$ cat config.mk
export PLATFORM = sky130hd
export DESIGN_NAME = m_serial_adder_flat
export DESIGN_NICKNAME = d
export VERILOG_FILES = /design/src/rtl/m_serial_adder_pkg.sv /design/src/rtl/m_serial_adder_if.sv /design/src/rtl/m_chunk_adder.sv /design/src/rtl/m_serial_adder.sv /design/src/flat_wrapper.sv
export SDC_FILE = /design/constraint.sdc
export NUM_CORES = 1
export LEC_CHECK = 0
export CORE_ASPECT_RATIO = 1.25
export CORE_UTILIZATION = 26
export DETAILED_ROUTE_END_ITERATION = 8
export SLEW_MARGIN = 20
export SYNTH_ARGS = -nofsm -noshare
export SYNTH_HDL_FRONTEND = slang
export SYNTH_HIERARCHICAL = 1
export SYNTH_SLANG_ARGS = --single-unit
$ cat constraint.sdc
create_clock -name w_clk -period 4.1 [get_ports w_clk]
set_clock_uncertainty 0.05 [all_clocks]
set_input_delay 0.615 -clock w_clk [delete_from_list [all_inputs] [get_ports w_clk]]
set_output_delay 0.615 -clock w_clk [all_outputs]
set_load 0.02 [all_outputs]
$ cat src/rtl/m_serial_adder_pkg.sv
// Shared definitions for the serial adder: FSM state encoding and default geometry.
package m_serial_adder_pkg;

  localparam int DEF_WIDTH = 8;
  localparam int DEF_CHUNK = 4;

  typedef enum logic [1:0] {
    ST_IDLE = 2'd0,
    ST_RUN  = 2'd1,
    ST_DONE = 2'd2
  } state_t;

endpackage

$ cat src/rtl/m_serial_adder_if.sv
// Operand/result handshake bundle for m_serial_adder.
// w_sub exists only when SERIAL_ADDER_SUB_EN is defined.
interface m_serial_adder_if
  import m_serial_adder_pkg::*;
#(
  parameter int WIDTH = DEF_WIDTH
);

  logic             w_in_valid;
  logic             w_in_ready;
  logic [WIDTH-1:0] w_a;
  logic [WIDTH-1:0] w_b;
  logic             w_cin;
`ifdef SERIAL_ADDER_SUB_EN
  logic             w_sub;
`endif
  logic             w_out_valid;
  logic             w_out_ready;
  logic [WIDTH-1:0] w_sum;
  logic             w_cout;
  logic             w_busy;

  modport master (
    output w_in_valid, w_a, w_b, w_cin,
`ifdef SERIAL_ADDER_SUB_EN
    output w_sub,
`endif
    output w_out_ready,
    input  w_in_ready, w_out_valid, w_sum, w_cout, w_busy
  );

  modport slave (
    input  w_in_valid, w_a, w_b, w_cin,
`ifdef SERIAL_ADDER_SUB_EN
    input  w_sub,
`endif
    input  w_out_ready,
    output w_in_ready, w_out_valid, w_sum, w_cout, w_busy
  );

endinterface

$ cat src/rtl/m_chunk_adder.sv
// CHUNK-bit combinational ripple-carry adder built from full-adder cells.
module m_chunk_adder #(
  parameter int CHUNK = 4
) (
  input  logic [CHUNK-1:0] a,
  input  logic [CHUNK-1:0] b,
  input  logic             cin,
  output logic [CHUNK-1:0] s,
  output logic             cout
);

  logic [CHUNK:0] c;

  assign c[0] = cin;

  for (genvar i = 0; i < CHUNK; i++) begin : g_fa
    assign s[i]   = a[i] ^ b[i] ^ c[i];
    assign c[i+1] = (a[i] & b[i]) | (c[i] & (a[i] ^ b[i]));
  end

  assign cout = c[CHUNK];

endmodule

$ cat src/rtl/m_serial_adder.sv
// Multi-cycle unsigned adder: CHUNK bits per RUN cycle, valid/ready on both sides.
// Define SERIAL_ADDER_SUB_EN to add the w_sub port (A-B via ~B + 1).
module m_serial_adder
  import m_serial_adder_pkg::*;
#(
  parameter int WIDTH = DEF_WIDTH,
  parameter int CHUNK = DEF_CHUNK
) (
  input logic             w_clk,
  input logic             w_rst,
  m_serial_adder_if.slave bus
);

  localparam int NSTEP = WIDTH / CHUNK;
  localparam int CNT_W = (NSTEP > 1) ? $clog2(NSTEP) : 1;
  localparam logic [CNT_W-1:0] LAST = CNT_W'(NSTEP - 1);

  if (WIDTH < 1 || CHUNK < 1 || (WIDTH % CHUNK) != 0) begin : g_bad_geometry
    $error("m_serial_adder: WIDTH must be >= 1 and a multiple of CHUNK");
  end

  state_t           state, state_next;
  logic [CNT_W-1:0] cnt;
  logic [WIDTH-1:0] a_r, b_r;
  logic             carry_r;
  logic [WIDTH-1:0] sum_q;
  logic             cout_q;
  logic [WIDTH-1:0] b_load;
  logic             cin_load;
  logic [CHUNK-1:0] chunk_s;
  logic             chunk_c;
  logic [WIDTH-1:0] sum_shift;
  logic             accept, run, last_step;

`ifdef SERIAL_ADDER_SUB_EN
  // Subtraction is A + ~B + 1; the caller's carry-in has no meaning then.
  assign b_load   = bus.w_sub ? ~bus.w_b : bus.w_b;
  assign cin_load = bus.w_sub | bus.w_cin;
`else
  assign b_load   = bus.w_b;
  assign cin_load = bus.w_cin;
`endif

  assign accept    = (state == ST_IDLE) && bus.w_in_valid;
  assign run       = (state == ST_RUN);
  assign last_step = run && (cnt == LAST);

  // NOTE: sequential state uses non-blocking (<=) so every register samples pre-edge values.
  always_ff @(posedge w_clk) begin
    if (w_rst) state <= ST_IDLE;
    else       state <= state_next;
  end

  // NOTE: next-state gets a default before the case so no path leaves it unassigned (no latch).
  always_comb begin
    state_next = state;
    case (state)
      ST_IDLE: if (bus.w_in_valid)  state_next = ST_RUN;
      ST_RUN:  if (cnt == LAST)     state_next = ST_DONE;
      ST_DONE: if (bus.w_out_ready) state_next = ST_IDLE;
      default:                      state_next = ST_IDLE;
    endcase
  end

  m_chunk_adder #(.CHUNK(CHUNK)) u_chunk (
    .a    (a_r[CHUNK-1:0]),
    .b    (b_r[CHUNK-1:0]),
    .cin  (carry_r),
    .s    (chunk_s),
    .cout (chunk_c)
  );

  // NOTE: operand/carry shift registers are not reset; they are always loaded at acceptance before use.
  always_ff @(posedge w_clk) begin
    if (accept) begin
      a_r     <= bus.w_a;
      b_r     <= b_load;
      carry_r <= cin_load;
    end else if (run) begin
      a_r     <= a_r >> CHUNK;
      b_r     <= b_r >> CHUNK;
      carry_r <= chunk_c;
    end
  end

  // Partial sum fills from the MSB side; with one step there is nothing to hold.
  if (NSTEP == 1) begin : g_single
    assign sum_shift = chunk_s;
  end else begin : g_multi
    logic [WIDTH-CHUNK-1:0] part_r;

    always_ff @(posedge w_clk) begin
      if (accept)   part_r <= '0;
      else if (run) part_r <= sum_shift[WIDTH-1:CHUNK];
    end

    assign sum_shift = {chunk_s, part_r};
  end

  always_ff @(posedge w_clk) begin
    if (w_rst) begin
      cnt    <= '0;
      sum_q  <= '0;
      cout_q <= 1'b0;
    end else if (accept) begin
      cnt <= '0;
    end else if (run) begin
      cnt <= cnt + 1'b1;
      if (last_step) begin
        sum_q  <= sum_shift;
        cout_q <= chunk_c;
      end
    end
  end

  assign bus.w_in_ready  = (state == ST_IDLE);
  assign bus.w_out_valid = (state == ST_DONE);
  assign bus.w_busy      = (state == ST_RUN) || (state == ST_DONE);
  assign bus.w_sum       = sum_q;
  assign bus.w_cout      = cout_q;

endmodule

$ cat src/flat_wrapper.sv
// flat-port wrapper written by rule: the top's interface ports become plain ports
module m_serial_adder_flat import m_serial_adder_pkg::*;
#(
  parameter int WIDTH = DEF_WIDTH,
  parameter int CHUNK = DEF_CHUNK
)
  (w_clk, w_rst, bus_w_in_valid, bus_w_a, bus_w_b, bus_w_cin, bus_w_out_ready, bus_w_in_ready, bus_w_out_valid, bus_w_sum, bus_w_cout, bus_w_busy);
  m_serial_adder_if #(.WIDTH(WIDTH)) bus_i ();
  input logic w_clk;
  input logic w_rst;
  input wire logic [$bits(bus_i.w_in_valid)-1:0] bus_w_in_valid;
  input wire logic [$bits(bus_i.w_a)-1:0] bus_w_a;
  input wire logic [$bits(bus_i.w_b)-1:0] bus_w_b;
  input wire logic [$bits(bus_i.w_cin)-1:0] bus_w_cin;
  input wire logic [$bits(bus_i.w_out_ready)-1:0] bus_w_out_ready;
  output wire logic [$bits(bus_i.w_in_ready)-1:0] bus_w_in_ready;
  output wire logic [$bits(bus_i.w_out_valid)-1:0] bus_w_out_valid;
  output wire logic [$bits(bus_i.w_sum)-1:0] bus_w_sum;
  output wire logic [$bits(bus_i.w_cout)-1:0] bus_w_cout;
  output wire logic [$bits(bus_i.w_busy)-1:0] bus_w_busy;
  assign bus_i.w_in_valid = bus_w_in_valid;
  assign bus_i.w_a = bus_w_a;
  assign bus_i.w_b = bus_w_b;
  assign bus_i.w_cin = bus_w_cin;
  assign bus_i.w_out_ready = bus_w_out_ready;
  assign bus_w_in_ready = bus_i.w_in_ready;
  assign bus_w_out_valid = bus_i.w_out_valid;
  assign bus_w_sum = bus_i.w_sum;
  assign bus_w_cout = bus_i.w_cout;
  assign bus_w_busy = bus_i.w_busy;
  m_serial_adder #(.WIDTH(WIDTH), .CHUNK(CHUNK)) u_core (.w_clk(w_clk), .w_rst(w_rst), .bus(bus_i));
endmodule
=== Word-level counts from Yosys, hierarchy flattened ===
Cells that the tools add are included.

* Bits in registers: 33
* Bits of input ports: 21
* Output and inout port bits: 12
* Logic and storage cells: 53

* Add/sub/neg operators: 1
* Eq/ne operators: 5
* Muxes and demuxes: 10
* Bitwise operators: 21
* Reductions and logical operators: 8

{| class="wikitable"
|+ Operator list
! operator !! number
|-
| $mux W8 || 4
|-
| $and A1 B1 Y1 || 8
|-
| $xor A1 B1 Y1 || 8
|-
| $mux W2 || 3
|-
| $pmux W2 S3 || 1
|-
| $reduce_and A3 Y1 || 2
|-
| $ne A2 B2 Y1 const B || 2
|-
| $or A1 B1 Y1 || 4
|-
| $eq A2 B1 Y1 const B || 1
|-
| $eq A2 B2 Y1 const B || 1
|-
| $logic_and A1 B1 Y1 || 2
|-
| $logic_not A2 Y1 || 1
|-
| $mux W1 || 2
|-
| $ne A2 B1 Y1 const B || 1
|-
| $reduce_bool A2 Y1 || 1
|-
| $reduce_or A2 Y1 || 1
|-
| $add A1 B1 Y1 const B || 1
|-
| $logic_or A1 B1 Y1 || 1
|-
| $not A1 Y1 || 1
|}

=== Depth between registers and ports, before layout ===
Gate-level depths: netlist of the first run.

* Depth after elaboration: 11
* Gate-level depth with buffers: 10
* Mapped depth without buffers: 10

=== By module ===
Netlist of the first run, hierarchy kept.

{| class="wikitable"
|+ Modules (own cells, without submodules)
! module !! times used !! cells each !! area an instance (µm²) !! seq. area each (µm²)
|-
| m_serial_adder || 1 || 133 || 1,356.3 || 830.8
|-
| m_chunk_adder || 1 || 14 || 117.6 || 0.0
|}

=== Worst setup path before layout of the first run ===
No wires, ideal clock.

* Kind: reg2reg
* Start: register u_core.a_r[0]
* End: register u_core.sum_q[7] (netlist: u_core/bus.w_sum[7])
* Setup time: 0.071 ns
* Data arrival time: 2.053 ns
* Data required time: 3.979 ns
* Path slack: 1.926 ns
* Cell stages (with the launch flop): 11
* Path buffers: 0
* Clock period less this slack: 2.174 ns
* Cell sequence: edfxtp_1 fa_1 inv_1 fa_1 inv_1 fa_1 inv_1 fa_1 inv_1 nand2_1 a21oi_1

* Word-level cells in the longest chain between the ends: 8
* Elaborated cells between the ends (all ways): 9
* Classes of those cells: bitwise: 9

{| class="wikitable"
|+ Ends and longest elaborated chain
! element !! line !! text
|-
| from (decl) || m_serial_adder.sv:24 || <nowiki>logic [WIDTH-1:0] a_r, b_r;</nowiki>
|-
| from (signal assigned) || m_serial_adder.sv:76 || <nowiki>a_r <= bus.w_a;</nowiki>
|-
| from (signal assigned) || m_serial_adder.sv:80 || <nowiki>a_r <= a_r >> CHUNK;</nowiki>
|-
| $xor A1 B1 Y1 || m_chunk_adder.sv:18 || <nowiki>assign c[i+1] = (a[i] & b[i]) | (c[i] & (a[i] ^ b[i]));</nowiki>
|-
| $and A1 B1 Y1 || m_chunk_adder.sv:18 ||
|-
| $or A1 B1 Y1 * || m_chunk_adder.sv:18 ||
|-
| $and A1 B1 Y1 * || m_chunk_adder.sv:18 ||
|-
| $or A1 B1 Y1 * || m_chunk_adder.sv:18 ||
|-
| $and A1 B1 Y1 * || m_chunk_adder.sv:18 ||
|-
| $or A1 B1 Y1 * || m_chunk_adder.sv:18 ||
|-
| $xor A1 B1 Y1 * || m_chunk_adder.sv:17 || <nowiki>assign s[i] = a[i] ^ b[i] ^ c[i];</nowiki>
|-
| named net u_core.chunk_s[3] || m_serial_adder.sv:30 || <nowiki>logic [CHUNK-1:0] chunk_s;</nowiki>
|-
| to (signal assigned) || m_serial_adder.sv:110 || <nowiki>sum_q <= sum_shift;</nowiki>
|-
| to (decl) || m_serial_adder.sv:26 || <nowiki>logic [WIDTH-1:0] sum_q;</nowiki>
|}

Mark *: on every way through the listed nets, which the timed path passes. The rest lies on a longest branch.
A chain may end at the register's enable or synchronous reset.

=== Worst setup path after layout of the first run ===
* Start: register u_core.state[0]
* End: output bus_w_in_ready

* Word-level cells in the longest chain between the ends: 1

{| class="wikitable"
|+ Ends and longest elaborated chain
! element !! line !! text
|-
| from (decl) || m_serial_adder.sv:22 || <nowiki>state_t state, state_next;</nowiki>
|-
| from (signal assigned) || m_serial_adder.sv:51 || <nowiki>else state <= state_next;</nowiki>
|-
| $logic_not A2 Y1 || m_serial_adder.sv:116 || <nowiki>assign bus.w_in_ready = (state == ST_IDLE);</nowiki>
|-
| to (decl) || flat_wrapper.sv:16 || <nowiki>output wire logic [$bits(bus_i.w_in_ready)-1:0] bus_w_in_ready;</nowiki>
|}

No other way between the ends.

==> flow_metrics.py, run 1 <==
metrics = {
    "synth": {
        "ys.flop_type": "edfxtp_1",
        "synth_nets": 177,
        "synth-seq-cells": 33,
        "synth_top_area_share_pct": 34.6,
        "synth_edf_count": 17,
        "synth_area_mm2": 0.00147,
        "synth_top_cell_by_area": "edfxtp_1",
        "syn_area_per_cell_um2": 10.0,
        "syn_inst": 147,
        "async_reset_ff_share_pct": 0,
        "ys_seq_area_share_pct": 56.4,
        "synth_area_leaders": "edfxtp_1, dfxtp_1, nand2_1, fa_1, ha_1",
        "synth_cell_types": 20,
        "ys_warn_count": 6,
    },
    "route": {
        "routed_wl_um": 2560,
        "detail_route.wl_per_cell_um": 10.5,
        "via_per_inst": 4.22,
        "first_iter_violations": 46,
        "drt_first_pass_iters": 4,
        "ant_nets": 0,
        "route.detailed.drc": 0,
        "routed-via-count": 1035,
    },
    "clock_network": {
        "post_cts_resized": 0,
        "cts_htree_levels": 2,
        "path_clk_slew_ps": 60,
        "cts_inserted_buffers": 5,
        "post_cts_buffers": 0,
        "cts_tree": "built",
        "clockRootBuffer": "clkbuf_8",
        "clk_latency_ps": 270,
        "hold_buffers": 0,
        "clock-sinks": 33,
        "cts_buffer_depth": 2,
    },
    "final_layout": {
        "seq_area_um2": 831,
        "area_growth_pct": 30.6,
        "fin_nets": 210,
        "fillers": 562,
        "antenna_cells": 0,
        "drive_gt1_share_pct": 4.42,
        "final_cells": 245,
        "final_common_cell": "nand2_1",
        "multi_input_area_um2": 558,
        "final_cell_mix": "nand2_1, clkdlybuf4s50_1, edfxtp_1",
    },
    "critical_path": {
        "path_class": "register to output pin",
        "slowest_stage": "clkdlybuf4s50_1",
        "crit_chain": "inv_1 -> ha_1 -> clkdlybuf4s50_1",
        "required_ps": 3430,
        "cp_data_arrival_time_ps": 1770,
        "critPathTopFamily": "buffers and inverters",
        "slowest_delay_ps": 670,
        "crit_buf_inv": 2,
        "worstPathMaxFanout": 12,
        "cp-start-kind": "register",
        "worst_setup_path_end_kind": "output pin",
    },
    "timing": {
        "hold_slack_ps": 404,
        "tightest_slew_ps": 801,
        "fin_crit_ps": 2440,
        "slew_violations": 0,
        "finalSetupViolCount": 0,
        "worst_slack_ps": 1660,
        "finalCritPeriodShare_pct": 59.5,
        "rsz0062_at_grt": "false",
        "fmax_mhz": 410,
        "relSlewSlack_pct": 46.6,
        "finalHoldViolations": 0,
        "setup-tns-final_ps": 0,
    },
    "power_and_ir_drop": {
        "powerDensity_mw_per_mm2": 655,
        "power_uw": 1260,
        "power.leakage_uw": 0.000788,
        "worst_ir_drop_vdd_mv": 0.324,
    },
    "run": {
        "cap_viol_max_count": 0,
    },
    "floorplanning": {
        "die-area_mm2": 0.00598,
        "ios": 33,
        "fp.dieW_um": 69.3,
        "placementRows": 30,
        "die_h_um": 86.2,
        "initial_core_util_pct": 27.1,
        "coreArea_mm2": 0.00544,
    },
    "placed_design": {
        "place_ws_ps": 1470,
        "hpwlAfterDp_um": 1880,
        "place_congestion": 0.697,
        "portBuffers": 32,
        "dp.cells": 237,
    },
    "status": {
        "outcome": "finished, final reports clean",
    },
    "grt": {
        "gr-total-overflow": 0,
        "track_usage_pct": 9.91,
        "grt_max_degree": 18,
        "grt_pass1_wl_um": 4640,
        "grt_antenna_before_repair": 0,
        "grt_pass1_vias": 1038,
    },
    "worst_hold_path": {
        "hold_class": "register to register",
    },
}
==> state kept, by name (all words and copies together), names as in the netlist <==
register / cells
u_core/state: 2
u_core/carry_r: 1
u_core/g_multi.part_r: 4
u_core/cnt: 1
u_core/bus.w_sum: 8
u_core/b_r: 8
u_core/bus.w_cout: 1
u_core/a_r: 8
==> routing by layer <==
layer | up-vias | global-route usage, % | wire length, µm
li1 | 534 | - | -
met1 | 468 | 11.6 | 1210
met2 | 28 | 16.4 | 1190
met3 | 5 | 3.72 | 122
met4 | 0 | 4.08 | 35
met5 | - | 0 | 0
==> kinds of logic (layout without fill, tap and decap cells) <==
kind of cell / after synthesis / in the layout / synth area share, %
AND/OR/NAND/NOR: 67 / 67 / 19.8
flip-flops: 33 / 33 / 56.4
buffers and inverters: 21 / 55 / 5.77
AO/OA/AOI/OAI: 10 / 10 / 3.73
adder cells (fa/ha/maj): 9 / 9 / 9.68
multiplexers: 6 / 6 / 4.07
XOR/XNOR: 1 / 1 / 0.594
==> Yosys cell counts, types with 2 or more instances <==
cell type  count
buf_2          2
edfxtp_1      17
dfxtp_1       16
mux2i_1        6
nand2b_1       5
inv_1         12
and3_1         9
inv_2          3
nor2_1         4
fa_1           4
clkbuf_1       3
nand2_1       46
ha_1           5
a21oi_1        9
==> path summary, 6_finish.rpt <==
kind	start	end	slack, ps	cells after the start
min reg2reg	u_core/bus.w_sum[4]	u_core/bus.w_sum[4]	400	2
min	u_core/bus.w_sum[4]	u_core/bus.w_sum[4]	400	2
max	u_core/state[0]	bus_w_in_ready	1660	3
max reg2reg	u_core/a_r[0]	u_core/bus.w_sum[7]	1760	10
==> power breakdown <==
part	switching [µW]	total [µW]	internal [µW]
registers	43.9	543	499
clock network	107	227	120
logic	292	492	200
==> cell type report <==
cell class / count / area share, %
clock buffers: 8 / 4.16
inverters: 15 / 2.92
multi-input cells: 93 / 29.0
flip-flops and latches: 33 / 43.1
well taps: 64 / 4.16
repair buffers: 32 / 16.6
==> through the flow <==
stage               cell area (µm²)  util, %
floorplan                      1470        -
global placement               1850     33.9
detailed placement             1850     33.9
CTS                            1930     35.4
global route                   1930     35.4
finish                         1930     35.4
==> worst min-delay path: cells and delay by family (launching register included) <==
family / cells / cell delay [ps]
and+or+nand+nor: 1 / 50
AOI/OAI and AO/OA: 1 / 50
DFF: 1 / 310
(Power assumes the default switching activity.)
==> run 2, diff against run 1 <==
==> constraint.sdc (replaced) <==
create_clock -name w_clk -period 2.3 [get_ports w_clk]
set_clock_uncertainty 0.05 [all_clocks]
set_input_delay 0.345 -clock w_clk [delete_from_list [all_inputs] [get_ports w_clk]]
set_output_delay 0.345 -clock w_clk [all_outputs]
set_load 0.02 [all_outputs]
==> run 2 against run 1 <==
First-iteration DRC count down 39%. Core utilization up 0.87 points. Non-clock buffer count up 4. Sequential power rose by 78%. Critical path type is now register to register. Global-route usage about the same. Routed wire length grew 2.8%. Via count grew 1.4%. Largest cell class unchanged. Design area up 2.5%. Critical path depth grew 7. Sequential share of layout area is 1.0 points lower. Clock-buffer cell count did not move.
==> flow_metrics.py, run 2 (synthesis gave the netlist of run 1 again) <==
metrics = {
    "status": {
        "outcome": "finished, final reports clean",
    },
    "timing": {
        "relSlewSlack_pct": 64.0,
        "finalSetupViolCount": 0,
        "finalHoldViolations": 0,
        "finalCritPeriodShare_pct": 97.5,
        "worst_slack_ps": 57.3,
        "setup-tns-final_ps": 0,
        "rsz0062_at_grt": "true",
        "slew_violations": 0,
        "fmax_mhz": 446,
        "fin_crit_ps": 2240,
        "hold_slack_ps": 404,
        "tightest_slew_ps": 540,
    },
    "critical_path": {
        "timing.rr.start": "u_core/carry_r",
        "path_class": "register to register",
        "worst_setup_path_end_kind": "register",
        "r2r.worst_path.cells": 10,
        "required_ps": 2450,
        "cp-start-kind": "register",
        "r2r_setup_slack_ps": 60,
        "cp_data_arrival_time_ps": 2400,
        "worstPathMaxFanout": 2,
        "timing.rr.end": "u_core/bus.w_sum[7]",
    },
    "route": {
        "routed_wl_um": 2640,
        "route.detailed.drc": 0,
        "via_per_inst": 4.21,
        "detail_route.wl_per_cell_um": 10.6,
        "routed-via-count": 1049,
        "ant_nets": 0,
        "first_iter_violations": 28,
        "drt_first_pass_iters": 4,
    },
    "grt": {
        "track_usage_pct": 9.92,
        "top_usage_layer": "met2",
        "grtUsageMet1_pct": 10.8,
        "grt_use_met2_pct": 17.1,
        "met3_usage_pct": 3.14,
        "grt_antenna_before_repair": 0,
        "grt_pass1_vias": 1015,
        "grt_pass1_wl_um": 4560,
        "gr-total-overflow": 0,
        "grt_max_degree": 18,
    },
    "placed_design": {
        "place_ws_ps": 5.30,
        "portBuffers": 32,
        "hpwlAfterDp_um": 1980,
        "dp.cells": 241,
        "place_congestion": 0.722,
    },
    "power_and_ir_drop": {
        "power.leakage_uw": 0.000805,
        "internal_power_uw": 1550,
        "switchingPower_uw": 813,
        "power_uw": 2360,
        "switching_share_pct": 34.4,
        "p_clk_share_pct": 18.5,
        "power_frac_comb_pct": 40.5,
        "powerDensity_mw_per_mm2": 1200,
        "worst_ir_drop_vdd_mv": 0.677,
        "p_seq_share_pct": 41.0,
    },
    "floorplanning": {
        "coreArea_mm2": 0.00544,
        "die_h_um": 86.2,
        "ios": 33,
        "placementRows": 30,
        "die-area_mm2": 0.00598,
        "initial_core_util_pct": 27.1,
        "fp.dieW_um": 69.3,
    },
    "final_layout": {
        "antenna_cells": 0,
        "area_growth_pct": 33.9,
        "final_cell_mix": "nand2_1, clkdlybuf4s50_1, edfxtp_1",
        "drive_gt1_share_pct": 10.8,
        "final_cells": 249,
        "fin_nets": 214,
        "final_common_cell": "nand2_1",
    },
    "clock_network": {
        "clockRootBuffer": "clkbuf_8",
        "path_clk_slew_ps": 60,
        "cts_buffer_depth": 2,
        "cts_htree_levels": 2,
        "clk_latency_ps": 280,
        "cts_inserted_buffers": 5,
        "hold_buffers": 0,
        "clock-sinks": 33,
        "post_cts_buffers": 0,
        "cts_tree": "built",
    },
    "worst_hold_path": {
        "hold_depth": 2,
        "whs_endpoint": "u_core/bus.w_sum[0]",
        "min-delay-start": "u_core/bus.w_sum[0]",
        "hold_class": "register to register",
    },
    "run": {
        "cap_viol_max_count": 0,
    },
}
==> run 2: repair_timing <==
action / 4_1_cts / 5_1_grt
gates resized for setup: 1 / 6
pin swaps: 0 / 4
endpoints found under the setup margin: 1 / 2
==> run 2: per-stage QoR <==
step / util (%) / instance area, µm²
after floorplan: - / 1470
after global placement: 34.5 / 1880
after detailed placement: 34.5 / 1880
after CTS: 36.2 / 1970
after global routing: 36.3 / 1970
final: 36.3 / 1970
==> run 2: metal layers <==
layer  up-vias  part of all wire (%)
met5         -                     0
met4         0                   2.3
met3         6                   5.3
met2        27                    50
met1       472                    43
li1        544                     -
==> run 2: how the worst max path moves through the flow <==
| stage | to | cells after the start | from |
|---|---|---|---|
| after floorplan | u_core/bus.w_sum[7] | 10 | u_core/a_r[0] |
| after global placement | u_core/bus.w_sum[7] | 10 | u_core/a_r[0] |
| after detailed placement | u_core/bus.w_sum[7] | 10 | u_core/a_r[0] |
| after CTS | u_core/bus.w_sum[7] | 10 | u_core/a_r[0] |
| after global routing | u_core/bus.w_sum[7] | 10 | u_core/carry_r |
| final | u_core/bus.w_sum[7] | 10 | u_core/carry_r |
==> run 2: power groups by stage <==
| stage | sequential, µW | combinational (µW) | clock, µW |
|---|---|---|---|
| final | 969 | 955 | 436 |
| after global routing | 993 | 1100 | 483 |
| after CTS | 972 | 930 | 456 |
| after detailed placement | 981 | 924 | 0 |
| after global placement | 972 | 910 | 0 |
| after floorplan | 965 | 654 | 0 |
==> run 2: cell type report <==
type / instances / area (µm²)
Fill cell: 553 / 3470
Sequential cell: 33 / 831
Multi-Input combinational cell: 93 / 566
Timing Repair Buffer: 36 / 350
Clock buffer: 8 / 90.1
Tap cell: 64 / 80.1
Inverter: 15 / 56.3
==> run 2: critical path, stage by stage, from the launching register on <==
cell      delay [ps]
edfxtp_1         400
fa_2             400
inv_2             60
fa_2             180
inv_2             40
fa_2             330
inv_2             60
fa_1             410
inv_2             70
nand2_1           40
a21oi_1          130
